<file path="src/rtl/mouse_click_filter.sv">
// Conditions raw mouse buttons: 2-FF synchronise, debounce, press/release pulses,
// and capture of the cursor position at each accepted left press.

module mouse_click_filter #(
    parameter int DEBOUNCE_CYCLES = 650_000,
    parameter int CNT_W           = 20
) (
    input  logic        clk,
    input  logic        rst_n,
    input  logic        left_raw,
    input  logic        right_raw,
    input  logic [11:0] xpos_in,
    input  logic [11:0] ypos_in,
    output logic        left_level,
    output logic        right_level,
    output logic        left_press,
    output logic        left_release,
    output logic        right_press,
    output logic        right_release,
    output logic [11:0] click_x,
    output logic [11:0] click_y
);

    typedef enum logic [1:0] {
        RELEASED,
        PRESS_PEND,
        HELD,
        RELEASE_PEND
    } state_t;

    localparam int LEFT  = 0;
    localparam int RIGHT = 1;

    localparam logic [CNT_W-1:0] CNT_LAST = CNT_W'(DEBOUNCE_CYCLES - 1);
    localparam logic [CNT_W-1:0] CNT_ONE  = CNT_W'(1);

    logic [1:0]       raw;
    logic [1:0]       meta_q;
    logic [1:0]       sync_q;
    logic [1:0]       level_q;
    logic [1:0]       press_q;
    logic [1:0]       release_q;
    state_t           state_q [2];
    logic [CNT_W-1:0] cnt_q   [2];
    logic [11:0]      click_x_q;
    logic [11:0]      click_y_q;
    logic             left_accept;

    assign raw = {right_raw, left_raw};

    // NOTE: non-blocking assignments make sync_q take the previous meta_q, so the
    // two flops form a real two-stage pipeline instead of collapsing into one.
    always_ff @(posedge clk or negedge rst_n) begin
        if (!rst_n) begin
            meta_q <= '0;
            sync_q <= '0;
        end else begin
            meta_q <= raw;
            sync_q <= meta_q;
        end
    end

    // Both buttons share one FSM description; index 0 is left, index 1 is right.
    always_ff @(posedge clk or negedge rst_n) begin
        if (!rst_n) begin
            level_q   <= '0;
            press_q   <= '0;
            release_q <= '0;
            for (int b = 0; b < 2; b++) begin
                state_q[b] <= RELEASED;
                cnt_q[b]   <= '0;
            end
        end else begin
            // NOTE: pulses default low every cycle and are only set on the accepting
            // edge, which guarantees they can never stretch beyond one cycle.
            press_q   <= '0;
            release_q <= '0;
            for (int b = 0; b < 2; b++) begin
                case (state_q[b])
                    RELEASED: begin
                        if (sync_q[b]) begin
                            state_q[b] <= PRESS_PEND;
                            cnt_q[b]   <= CNT_ONE;
                        end
                    end
                    PRESS_PEND: begin
                        if (!sync_q[b]) begin
                            state_q[b] <= RELEASED;
                            cnt_q[b]   <= '0;
                        end else if (cnt_q[b] == CNT_LAST) begin
                            state_q[b] <= HELD;
                            cnt_q[b]   <= '0;
                            level_q[b] <= 1'b1;
                            press_q[b] <= 1'b1;
                        end else begin
                            cnt_q[b] <= cnt_q[b] + CNT_ONE;
                        end
                    end
                    HELD: begin
                        if (!sync_q[b]) begin
                            state_q[b] <= RELEASE_PEND;
                            cnt_q[b]   <= CNT_ONE;
                        end
                    end
                    RELEASE_PEND: begin
                        if (sync_q[b]) begin
                            state_q[b] <= HELD;
                            cnt_q[b]   <= '0;
                        end else if (cnt_q[b] == CNT_LAST) begin
                            state_q[b]   <= RELEASED;
                            cnt_q[b]     <= '0;
                            level_q[b]   <= 1'b0;
                            release_q[b] <= 1'b1;
                        end else begin
                            cnt_q[b] <= cnt_q[b] + CNT_ONE;
                        end
                    end
                    default: begin
                        state_q[b] <= RELEASED;
                        cnt_q[b]   <= '0;
                        level_q[b] <= 1'b0;
                    end
                endcase
            end
        end
    end

    // True on exactly the edge that raises left_press, so the capture lines up with it.
    assign left_accept = (state_q[LEFT] == PRESS_PEND) && sync_q[LEFT] &&
                         (cnt_q[LEFT] == CNT_LAST);

    always_ff @(posedge clk or negedge rst_n) begin
        if (!rst_n) begin
            click_x_q <= '0;
            click_y_q <= '0;
        end else if (left_accept) begin
            click_x_q <= xpos_in;
            click_y_q <= ypos_in;
        end
    end

    assign left_level    = level_q[LEFT];
    assign right_level   = level_q[RIGHT];
    assign left_press    = press_q[LEFT];
    assign left_release  = release_q[LEFT];
    assign right_press   = press_q[RIGHT];
    assign right_release = release_q[RIGHT];
    assign click_x       = click_x_q;
    assign click_y       = click_y_q;

endmodule

</file>
<file path="config.mk">
export PLATFORM = sky130hd
export DESIGN_NAME = mouse_click_filter
export DESIGN_NICKNAME = d
export VERILOG_FILES = /design/src/rtl/mouse_click_filter.sv
export SDC_FILE = /design/constraint.sdc
export NUM_CORES = 1
export LEC_CHECK = 0
export BUFFER_PORTS_ARGS = -buffer_cell sky130_fd_sc_hd__buf_2
export CORE_ASPECT_RATIO = 1.75
export CORE_MARGIN = 1.5
export CORE_UTILIZATION = 30
export CTS_BUF_LIST = sky130_fd_sc_hd__clkbuf_8
export DETAILED_ROUTE_END_ITERATION = 10
export GPL_TIMING_DRIVEN = 0
export SYNTH_ARGS = -nofsm -noshare
export SYNTH_HDL_FRONTEND = slang
export SYNTH_SLANG_ARGS = --single-unit
</file>
<file path="constraint.sdc">
create_clock -name clk -period 2.17 [get_ports clk]
set_input_delay 0 -clock clk [delete_from_list [all_inputs] [get_ports clk]]
set_output_delay 0 -clock clk [all_outputs]
set_load 0.05 [all_outputs]
</file>
# ---- After elaboration in Yosys (flattened, before gate mapping)
# Index checks and enable logic that the tools add are counted.
dict set report classes {
  addsub 2
  eq_ne 24
  mux 46
  n_reduce_logical 12
}
# operator count
set ops {}
lappend ops {{$mux W20} 10}
lappend ops {{$pmux W20 S4} 2}
lappend ops {{$add A20 B1 Y20 const B} 2}
lappend ops {{$eq A20 B20 Y1 const B} 2}
lappend ops {{$mux W2} 12}
lappend ops {{$ne A2 B2 Y1 const B} 12}
lappend ops {{$mux W1} 18}
lappend ops {{$pmux W2 S4} 2}
lappend ops {{$ne A3 B3 Y1 const B} 4}
lappend ops {{$reduce_and A5 Y1} 2}
lappend ops {{$eq A2 B2 Y1 const B} 4}
lappend ops {{$reduce_and A4 Y1} 2}
lappend ops {{$eq A2 B1 Y1 const B} 2}
lappend ops {{$logic_not A2 Y1} 2}
lappend ops {{$pmux W1 S2} 2}
lappend ops {{$reduce_and A2 Y1} 2}
lappend ops {{$reduce_bool A2 Y1} 2}
lappend ops {{$logic_and A1 B1 Y1} 2}
dict set report word_totals {
  regBits 78
  inputBits 28
}

# ---- Longest topological paths before layout
# Gate-level depths: netlist (run 1).
dict set report logic_depth {
  depth_word 4
  mapped_depth 7
}

# ---- Worst setup path after synthesis (run 1)
# No wires, ideal clock.
dict set report synth_timing {
  path_type {reg-to-reg}
  from {register cnt_q[25] (netlist bit)}
  to {register click_x_q[0], in the netlist click_x[0]}
  arrival_ns 1.759
  required_ns 2.043
  setup_slack_ns 0.283
  path_stages_with_launch 6
  cell_sequence {dfrtp_1 -> nor4b_2 -> nand4_1 -> nor3_4 -> buf_6 -> mux2_1}
}
dict set report synth_between {
  elab_chain_cells 2
}
# element line
set synth_lines {}
lappend synth_lines {{start: declaration} 44} ;# logic [CNT_W-1:0] cnt_q [2];
lappend synth_lines {{start signal: indexed assignment} 96} ;# cnt_q[b] <= cnt_q[b] + CNT_ONE;
lappend synth_lines {{start signal: indexed assignment} 115} ;# cnt_q[b] <= cnt_q[b] + CNT_ONE;
lappend synth_lines {{$eq A20 B20 Y1} 130} ;# (cnt_q[LEFT] == CNT_LAST);
lappend synth_lines {{$logic_and A1 B1 Y1} 129} ;# assign left_accept = (state_q[LEFT] == PRESS_PEND) && sync_q[LEFT] &&
lappend synth_lines {{end signal: assignment} 137} ;# click_x_q <= xpos_in;
lappend synth_lines {{end: declaration} 45} ;# logic [11:0] click_x_q;
# No other way between the ends.
# A chain may end at the register's enable or synchronous reset.

# ---- Worst setup path in the final report (run 1)
dict set report layout_timing {
  from {register cnt_q[5] (netlist bit)}
  to {register cnt_q[19] (netlist bit)}
}
dict set report layout_between {
  elab_chain_cells 4
  word_cells_on_any_way 6
  classes_between {add/sub: 1; eq/ne: 1; mux: 4}
}
# element line
set layout_lines {}
lappend layout_lines {{$add A20 B1 Y20 or $eq A20 B20 Y1 (tied branches)} -}
lappend layout_lines {{$mux W20 (*)} {90, 109}}
lappend layout_lines {{$mux W20, on equally long branches} {106, 87}}
lappend layout_lines {{$pmux W20 S4 (*)} 79} ;# case (state_q[b])
# Mark *: on every way between the ends. The rest lies on a longest branch, timed or not.

==> flow_metrics.py, run 1 <==
metrics = {
    "die": {
        "coreArea_sq_um": 12100,
        "row_count": 53,
        "die_area_sq_um": 13100,
        "die_x_microns": 87.3,
        "chipHeight_microns": 151,
        "io_pins": 58,
        "initial_core_util_pct": 30.9,
    },
    "setup_path": {
        "critPathRequiredTime_ns": 2.46,
        "cp-end-kind": "flop",
        "critPathMaxStageDelay_ns": 0.59,
        "path_max_fanout": 7,
        "critPathMostFrequentCell": "nand4_1",
        "start_kind": "flop",
        "path_cells": "nand4_1 -> nor4_1 -> nand4_1 -> or3_1 -> nand3_1",
        "arrival_ns": 2.35,
        "path_delay_family": "simple AND/OR/NAND/NOR gates",
        "critPathKind": "reg2reg",
        "worstPathBufferInverterCount": 0,
        "worst_path_max_delay_cell": "nor4_1",
        "regToRegSetupSlack_ns": 0.11,
    },
    "route": {
        "wl_met3_microns": 217,
        "drc": 0,
        "wl_per_cell_microns": 14.5,
        "detail-route-antenna-nets": 0,
        "first_pass_iters": 4,
        "highest_layer": "met4",
        "drt_wl_total_microns": 9180,
        "vias": 3182,
        "met1_length_microns": 3410,
        "wl_met2_microns": 5280,
        "drtIter0Drc": 111,
        "vias_per_cell": 5.02,
    },
    "pwr": {
        "clkPwrFrac_pct": 38.8,
        "p_sw_mw": 0.669,
        "p_per_area_nw_per_um2": 572,
        "fin_total_pwr_mw": 2.74,
        "swShare_pct": 24.4,
        "power_frac_comb_pct": 7.0,
        "peakVddDrop_uv": 321,
        "p_int_mw": 2.08,
        "leakagePower_nw": 2.29,
        "pwr-share-seq_pct": 54.2,
    },
    "grt": {
        "grt_first_pass_wirelength_microns": 15300,
        "grt_pass1_vias": 3297,
        "grtUsageTotal_pct": 14.9,
        "antenna_found_initial": 0,
        "grt-ovfl-total": 0,
        "grt_max_degree": 43,
    },
    "synthesis": {
        "synth_seq_cells": 78,
        "synthCells": 364,
        "synthArstFlopShare_pct": 100,
        "synthFlopType": "dfrtp_1",
        "syn_nets": 394,
        "synth_edf_count": 0,
        "ys_seq_area_share_pct": 52.3,
        "syn_area_sq_um": 3730,
        "yosysWarnings": 0,
        "syn_avg_cell_area_sq_um": 10.2,
        "yosysUniqueCellTypes": 47,
    },
    "sta": {
        "timing.fmax_mhz": 485,
        "maxSlewHeadroom_pct": 60.1,
        "finalCritPeriodShare_pct": 95.0,
        "tightest_slew_ns": 0.593,
        "timing.final.ws_setup_ns": 0.108,
        "finalCriticalPeriod_ns": 2.06,
        "slew_viol_final": 0,
        "final.setup_skew_ns": 0.00945,
        "setup_viol": 0,
        "hold_viol": 0,
    },
    "finish": {
        "syn_to_final_growth_pct": 28.7,
        "fin_cells": 634,
        "register_area_sq_um": 1950,
        "post-route-util_pct": 39.8,
        "nets": 495,
        "drive_gt1_share_pct": 21.7,
        "antenna_cells": 0,
        "multi_input_area_sq_um": 1720,
        "fillers": 1215,
    },
    "clocking": {
        "cts_made_buffers": 9,
        "cts_max_level": 3,
        "numClockSinks": 78,
        "clockBufferDepth": 2,
        "cts_tree": "done",
        "clk_pin_slew_ns": 0.08,
        "clk_latency_ns": 0.35,
        "root_buffer": "clkbuf_8",
    },
    "worst_hold_path": {
        "worstHoldPathType": "in2async",
    },
    "placed_design": {
        "dp_slack_ns": -0.180,
        "hpwlAfterDp_microns": 6580,
        "place.port_buffers": 57,
        "dp.cells": 587,
        "place_congestion": 0.900,
    },
    "status": {
        "status": "finished clean",
    },
    "run": {
        "maxCapViolations": 0,
    },
}
sequential cells by signal, summed over array words and instances, names as in the netlist, named ones only:
name,count
state_q,2
cnt_q,40
meta_q,2
release_q,2
level_q,2
sync_q,2
click_x,12
press_q,2
click_y,12
cell usage after synthesis, types with 2 or more instances:
library cell | count | area, sq um
a21o_1 | 7 | 52.6
a21oi_1 | 19 | 95.1
a22o_1 | 2 | 17.5
a2bb2oi_1 | 2 | 17.5
a31oi_1 | 2 | 12.5
and2_1 | 4 | 25.0
and3_1 | 8 | 50.1
and4_1 | 2 | 17.5
buf_2 | 4 | 20.0
buf_6 | 2 | 22.5
clkbuf_1 | 6 | 22.5
dfrtp_1 | 78 | 1950
ha_1 | 2 | 25.0
inv_1 | 14 | 52.6
mux2_1 | 20 | 225
mux2_2 | 4 | 45.0
mux2i_1 | 2 | 20.0
nand2_1 | 32 | 120
nand2b_1 | 2 | 12.5
nand3_1 | 37 | 185
nand4_1 | 16 | 100
nor2_1 | 15 | 56.3
nor3_1 | 6 | 30.0
nor3b_1 | 3 | 22.5
nor4_1 | 6 | 37.5
nor4_2 | 2 | 25.0
nor4b_1 | 2 | 17.5
o21a_1 | 2 | 15.0
o21ai_0 | 17 | 85.1
o21ai_1 | 3 | 15.0
o22ai_1 | 6 | 37.5
o41ai_1 | 2 | 17.5
or3_1 | 17 | 106
xor2_1 | 5 | 43.8
kinds of logic after synthesis:
kind of cell	Yosys count	synth area share, %
muxes	26	7.78
adders and majority gates	2	0.671
AOI/OAI and AO/OA	68	11.2
and+or+nand+nor	158	23.4
DFF	78	52.3
xor gates and xnor gates	6	1.41
buffers and inverters	26	3.15
what timing repair did:
item	in CTS	in global routing
pin swaps	2	2
setup endpoints to repair	29	11
hold buffers	27	0
gates resized for setup	2	7
hold endpoints to repair	62	0
setup buffers	4	1
final cells by class:
class / instances / share of cell area, %
sequential: 78 / 40.7
multi-input combinational: 260 / 35.8
timing repair buffer: 90 / 12.8
tap: 165 / 4.30
clock buffer: 9 / 2.58
clock inverter: 6 / 1.36
buffer: 12 / 1.36
inverter: 14 / 1.09
worst paths after layout:
path	cells after the start	start	to
hold reg to reg	0	meta_q[0]	sync_q[0]
hold / removal	2	rst_n	cnt_q[29]
min in group clk	2	right_raw	meta_q[1]
setup / recovery	5	cnt_q[5]	cnt_q[19]
max in group asynchronous	3	rst_n	cnt_q[14]
setup reg to reg	5	cnt_q[5]	cnt_q[19]
power groups by stage:
stage	registers [mW]	logic, mW	clock network (mW)
2_1_floorplan	1.51	0.0701	0
3_3_place_gp	1.52	0.144	0
3_5_place_dp	1.52	0.154	0
4_1_cts	1.49	0.194	1.11
5_1_grt	1.49	0.217	1.16
6_report	1.49	0.191	1.07
stage by stage:
stage | setup TNS (ns) | hold slack (ns) | cell area (sq um)
detailed placement | -3.02 | 0.00553 | 4240
finish | 0 | 0.157 | 4800
global placement | -2.64 | 0.108 | 4220
CTS | 0 | 0.179 | 4740
floorplan | 0 | -0.296 | 3730
global route | -0.0182 | 0.201 | 4800
cells in the final DEF (no fill, tap or decap), types with 3 or more instances in the layout:
cell	count
dfrtp_1	78
buf_2	60
nand3_1	37
nand2_1	32
dlygate4sd3_1	27
mux2_1	20
a21oi_1	19
or3_1	17
o21ai_0	17
nand4_1	16
nor2_1	15
inv_1	15
clkbuf_8	9
and3_1	8
a21o_1	7
clkbuf_1	6
nor3_1	6
nor4_1	6
o22ai_1	6
buf_4	6
and2_1	4
mux2_2	4
nor4b_2	3
nor3b_1	3
xor2_1	3
clkinvlp_4	3
routing by layer:
metal,GRT usage (%),up-vias
met1,14.8,1560
li1,-,1540
met5,0,-
met4,7.78,0
met3,2.63,20
met2,28.5,62
Power figures use the tool's default switching activity.
==> run 2, diff against run 1 <==
--- a/config.mk
+++ b/config.mk
@@ -6,6 +6,7 @@
 export NUM_CORES = 1
 export LEC_CHECK = 0
 export BUFFER_PORTS_ARGS = -buffer_cell sky130_fd_sc_hd__buf_2
+export CAP_MARGIN = 5
 export CORE_ASPECT_RATIO = 1.75
 export CORE_MARGIN = 1.5
 export CORE_UTILIZATION = 30
==> constraint.sdc (replaced) <==
create_clock -name clk -period 1.9 [get_ports clk]
set_input_delay 0 -clock clk [delete_from_list [all_inputs] [get_ports clk]]
set_output_delay 0 -clock clk [all_outputs]
set_load 0.05 [all_outputs]
==> run 2 against run 1 <==
Net effect: the run now ends with setup timing left; non-clock buffer count up 15; setup slack worse by 0.16 ns; clock-buffer cell count unchanged; core utilization up 3.3 points; highest routed layer unchanged.
==> flow_metrics.py, run 2 (synthesized netlist as in run 1, its figures left out) <==
metrics = {
    "status": {
        "status": "finished with violations",
        "violations": "setup timing",
    },
    "clocking": {
        "cts_made_buffers": 9,
        "cts_tree": "done",
        "clk_pin_slew_ns": 0.09,
        "root_buffer": "clkbuf_8",
        "numClockSinks": 78,
        "clockBufferDepth": 2,
        "cts_max_level": 3,
        "clk_latency_ns": 0.36,
    },
    "setup_path": {
        "path_cells": "and4bb_2 -> nand4_1 -> nor3_4 -> buf_6 -> buf_6 -> mux2_4",
        "critPathKind": "reg2reg",
        "start_kind": "flop",
        "worst_path_max_delay_cell": "dfrtp_2",
        "critPathMostFrequentCell": "buf_6",
        "cp-end-kind": "flop",
        "path_max_fanout": 6,
        "critPathRequiredTime_ns": 2.16,
        "arrival_ns": 2.21,
        "critPathMaxStageDelay_ns": 0.44,
    },
    "route": {
        "vias_per_cell": 5.06,
        "highest_layer": "met4",
        "drt_wl_total_microns": 9880,
        "met1_length_microns": 3810,
        "drtIter0Drc": 151,
        "wl_met3_microns": 211,
        "first_pass_iters": 5,
        "wl_per_cell_microns": 15.2,
        "drc": 0,
        "vias": 3287,
        "detail-route-antenna-nets": 0,
        "wl_met2_microns": 5580,
    },
    "die": {
        "initial_core_util_pct": 30.9,
        "row_count": 53,
        "die_area_sq_um": 13100,
        "chipHeight_microns": 151,
        "io_pins": 58,
        "die_x_microns": 87.3,
        "coreArea_sq_um": 12100,
    },
    "finish": {
        "final_cell_mix": "73 x dfrtp_1, 56 x buf_2, 35 x nand3_1, 31 x nand2_1, 27 x dlygate4sd3_1",
        "largest_reg_flops": 40,
        "syn_to_final_growth_pct": 39.4,
        "post-route-util_pct": 43.1,
        "regMostFlops": "cnt_q",
        "final_common_cell": "dfrtp_1",
        "nets": 510,
        "drive_gt1_share_pct": 33.5,
        "antenna_cells": 0,
    },
    "pwr": {
        "leakagePower_nw": 2.40,
        "peakVddDrop_uv": 375,
        "fin_total_pwr_mw": 3.19,
        "p_per_area_nw_per_um2": 613,
    },
    "placed_design": {
        "hpwlAfterDp_microns": 6580,
        "place_congestion": 0.900,
        "place.port_buffers": 57,
    },
    "grt": {
        "antenna_found_initial": 0,
        "grt_max_degree": 43,
        "grt_first_pass_wirelength_microns": 16000,
        "grtUsageTotal_pct": 15.7,
        "grt_pass1_vias": 3379,
        "grt-ovfl-total": 0,
    },
    "worst_hold_path": {
        "worstHoldPathType": "in2async",
    },
    "sta": {
        "finalCritPeriodShare_pct": 103,
        "whs_ns": 0.151,
        "finalCriticalPeriod_ns": 1.95,
        "hold_viol": 0,
        "slew_viol_final": 0,
        "final.setup_skew_ns": 0.0116,
        "rsz0062_at_grt": "true",
        "timing.final.ws_setup_ns": -0.0542,
        "tightest_slew_ns": 0.498,
        "maxSlewHeadroom_pct": 66.8,
        "timing.fmax_mhz": 512,
        "setup_viol": 23,
    },
    "run": {
        "maxCapViolations": 0,
    },
}
[run 2: changes by cell type in the layout (fill, tap and decap cells not counted), sizes merged]
cell  change
buf      +15
[run 2: timing repair]
item	4_1_cts	5_1_grt
endpoints found under the hold margin	62	1
endpoints found under the setup margin	60	58
resized for setup	39	48
pin swaps	6	11
hold buffers	26	1
gates cloned	2	0
buffers inserted	11	10
[run 2: per-stage QoR]
stage	TNS (ns)	setup WS, ns	instances	instance area (sq um)
after global placement	-14.18	-0.458	586	4220
after floorplan	0	0.0135	364	3730
final	-0.909	-0.0542	649	5200
after detailed placement	-15.37	-0.450	587	4240
after global routing	-3.57	-0.152	649	5200
after CTS	-0.532	-0.0494	639	4960
[run 2: worst paths after layout]
check                      slack [ns]      start         end  cells after the start
max                             -0.05  cnt_q[30]  click_x[3]                      6
min                              0.15      rst_n   cnt_q[29]                      2
min reg2reg                      0.35  meta_q[0]   sync_q[0]                      0
max reg2reg                     -0.05  cnt_q[30]  click_x[3]                      6
max in group asynchronous        1.15      rst_n    cnt_q[5]                      3
min in group clk                 0.27  right_raw   meta_q[1]                      2
[run 2: worst max-delay path: cells and delay by family, from the launching register on]
family / cells / cell delay (ns)
buffers and inverters: 2 / 0.28
AND/OR/NAND/NOR: 3 / 0.83
multiplexers: 1 / 0.30
flip-flops: 1 / 0.44
[run 2: power by group]
group | total (mW) | internal, mW | switching [mW]
clock | 1.23 | 0.597 | 0.638
combinational | 0.251 | 0.118 | 0.132
sequential | 1.70 | 1.68 | 0.0242
total | 3.19 | 2.39 | 0.795
[run 2: area by class of cell]
cell class | instances | area (sq um)
inverter | 14 | 52.6
sequential | 78 | 1960
fill | 1164 | 6870
tap | 165 | 206
multi-input combinational | 260 | 1940
buffer | 10 | 81.3
timing repair buffer | 107 | 773
clock inverter | 6 | 65.1
clock buffer | 9 | 124
[run 2: metal layers]
layer	up-vias	global-route usage [%]
met1	1636	16.0
li1	1568	-
met2	62	29.7
met3	21	2.41
met5	-	0
met4	0	8.10
==> run 3, diff against run 2 <==
--- a/config.mk
+++ b/config.mk
@@ -13,6 +13,8 @@
 export CTS_BUF_LIST = sky130_fd_sc_hd__clkbuf_8
 export DETAILED_ROUTE_END_ITERATION = 10
 export GPL_TIMING_DRIVEN = 0
+export REMOVE_ABC_BUFFERS = 1
+export SKIP_LAST_GASP = 1
 export SYNTH_ARGS = -nofsm -noshare
 export SYNTH_HDL_FRONTEND = slang
 export SYNTH_SLANG_ARGS = --single-unit
==> run 3 against run 2 <==
Net effect: the run still ends with setup timing left; die area stayed put; setup slack worse by 0.021 ns; cell area is 2.2% higher; routed wire length is 7.0% higher; critical path depth stayed put; clock-buffer cell count stayed put; hold slack worse by 0.0078 ns; global-route usage is 0.60 points higher; critical path type unchanged; first-iteration DRC count is 3.3% lower.
==> flow_metrics.py, run 3 (synthesized netlist as in run 1, its figures left out) <==
metrics = {
    "status": {
        "status": "finished with violations",
        "violations": "setup timing",
    },
    "setup_path": {
        "cp-end-kind": "flop",
        "start_kind": "flop",
        "regToRegSetupSlack_ns": -0.08,
        "critPathKind": "reg2reg",
        "arrival_ns": 2.22,
        "critPathRequiredTime_ns": 2.14,
        "path_max_fanout": 6,
    },
    "placed_design": {
        "place_congestion": 0.848,
        "place.port_buffers": 57,
        "dp_slack_ns": -0.864,
        "hpwlAfterDp_microns": 6120,
        "place_area_sq_um": 4190,
    },
    "pwr": {
        "peakVddDrop_uv": 348,
        "fin_total_pwr_mw": 3.34,
        "leakagePower_nw": 2.46,
        "p_per_area_nw_per_um2": 629,
    },
    "route": {
        "drtIter0Drc": 146,
        "vias_per_cell": 5.14,
        "wl_per_cell_microns": 16.3,
        "vias": 3341,
        "detail-route-antenna-nets": 0,
        "drt_wl_total_microns": 10600,
        "drc": 0,
        "first_pass_iters": 4,
    },
    "clocking": {
        "clk_latency_ns": 0.36,
        "root_buffer": "clkbuf_8",
        "cts_max_level": 3,
        "clockBufferDepth": 2,
        "numClockSinks": 78,
        "cts_tree": "done",
        "clk_pin_slew_ns": 0.08,
        "cts_made_buffers": 9,
    },
    "finish": {
        "drive_gt1_share_pct": 35.9,
        "final_common_cell": "dfrtp_1",
        "largest_reg_flops": 40,
        "syn_to_final_growth_pct": 42.5,
        "postLayoutCellArea_sq_um": 5320,
        "final_cell_mix": "74 x dfrtp_1, 56 x buf_2, 35 x nand3_1, 31 x nand2_1, 27 x dlygate4sd3_1",
        "multi_input_area_sq_um": 2040,
        "antenna_cells": 0,
        "register_area_sq_um": 1960,
        "fillers": 1159,
        "nets": 511,
        "regMostFlops": "cnt_q",
    },
    "grt": {
        "grt_max_degree": 46,
        "grt-ovfl-total": 0,
        "grt_pass1_vias": 3346,
        "antenna_found_initial": 0,
        "grt_first_pass_wirelength_microns": 16300,
        "grtUsageMet3_pct": 3.13,
        "use_met2_pct": 30.1,
        "grtUsageTotal_pct": 16.3,
        "grtUsageMet1_pct": 16.2,
        "gr-max-usage-layer": "met2",
    },
    "die": {
        "die_x_microns": 87.3,
        "row_count": 53,
        "die_area_sq_um": 13100,
        "chipHeight_microns": 151,
        "io_pins": 58,
        "coreArea_sq_um": 12100,
        "initial_core_util_pct": 30.9,
    },
    "sta": {
        "maxSlewHeadroom_pct": 55.2,
        "timing.fmax_mhz": 506,
        "setup_viol": 26,
        "final.setup_skew_ns": 0.0135,
        "slew_viol_final": 0,
        "finalCritPeriodShare_pct": 104,
        "finalCriticalPeriod_ns": 1.98,
        "finalSetupTns_ns": -1.02,
        "whs_ns": 0.143,
        "hold_viol": 0,
        "timing.final.ws_setup_ns": -0.0752,
        "rsz0062_at_grt": "true",
        "tightest_slew_ns": 0.671,
    },
    "run": {
        "maxCapViolations": 0,
    },
    "worst_hold_path": {
        "worstHoldPathType": "in2async",
    },
}
[run 3: metal layers]
metal / share of wire, % / up-vias
met5: 0 / -
met4: 5.3 / 0
met3: 3.5 / 35
met2: 55 / 93
met1: 37 / 1643
li1: - / 1570
[run 3: path summary, 6_finish.rpt]
| kind | startpoint | endpoint | cells after the start |
|---|---|---|---|
| worst max-delay path | cnt_q[30] | click_x[4] | 6 |
| worst min register to register | meta_q[1] | sync_q[1] | 0 |
| max in group asynchronous | rst_n | cnt_q[5] | 3 |
| min in group clk | left_raw | meta_q[0] | 2 |
| worst max register to register | cnt_q[30] | click_x[4] | 6 |
| worst min-delay path | rst_n | cnt_q[33] | 2 |
[run 3: area by class of cell]
cell class | count | area share [%]
Multi-Input combinational cell | 262 | 38.3
Sequential cell | 78 | 36.8
Timing Repair Buffer | 116 | 16.1
Tap cell | 165 | 3.88
Clock buffer | 9 | 2.33
Clock inverter | 6 | 1.62
Inverter | 14 | 0.989
[run 3: critical path, stage by stage, from the launching register on]
cell and delay [ns]:
dfrtp_1 0.46, and4bb_2 0.35, nand4_1 0.12, buf_4 0.18, nor3_4 0.21, buf_6 0.21
mux2_4 0.32
[run 3: timing repair]
action	CTS	global route
setup endpoints to repair	63	66
hold buffers	27	0
resized for setup	47	41
cloned	3	0
pin swaps	7	16
endpoints found under the hold margin	59	0
setup buffers	22	10
[run 3: per-stage QoR]
stage,util [%],cells
final,44.0,650
after global routing,44.0,650
after CTS,42.4,642
after detailed placement,34.7,575
after global placement,34.4,574
after floorplan,-,352
[run 3: power breakdown]
group / total [mW] / switching [mW] / internal, mW
sequential: 1.70 / 0.0276 / 1.68
combinational: 0.255 / 0.134 / 0.121
clock: 1.38 / 0.648 / 0.733
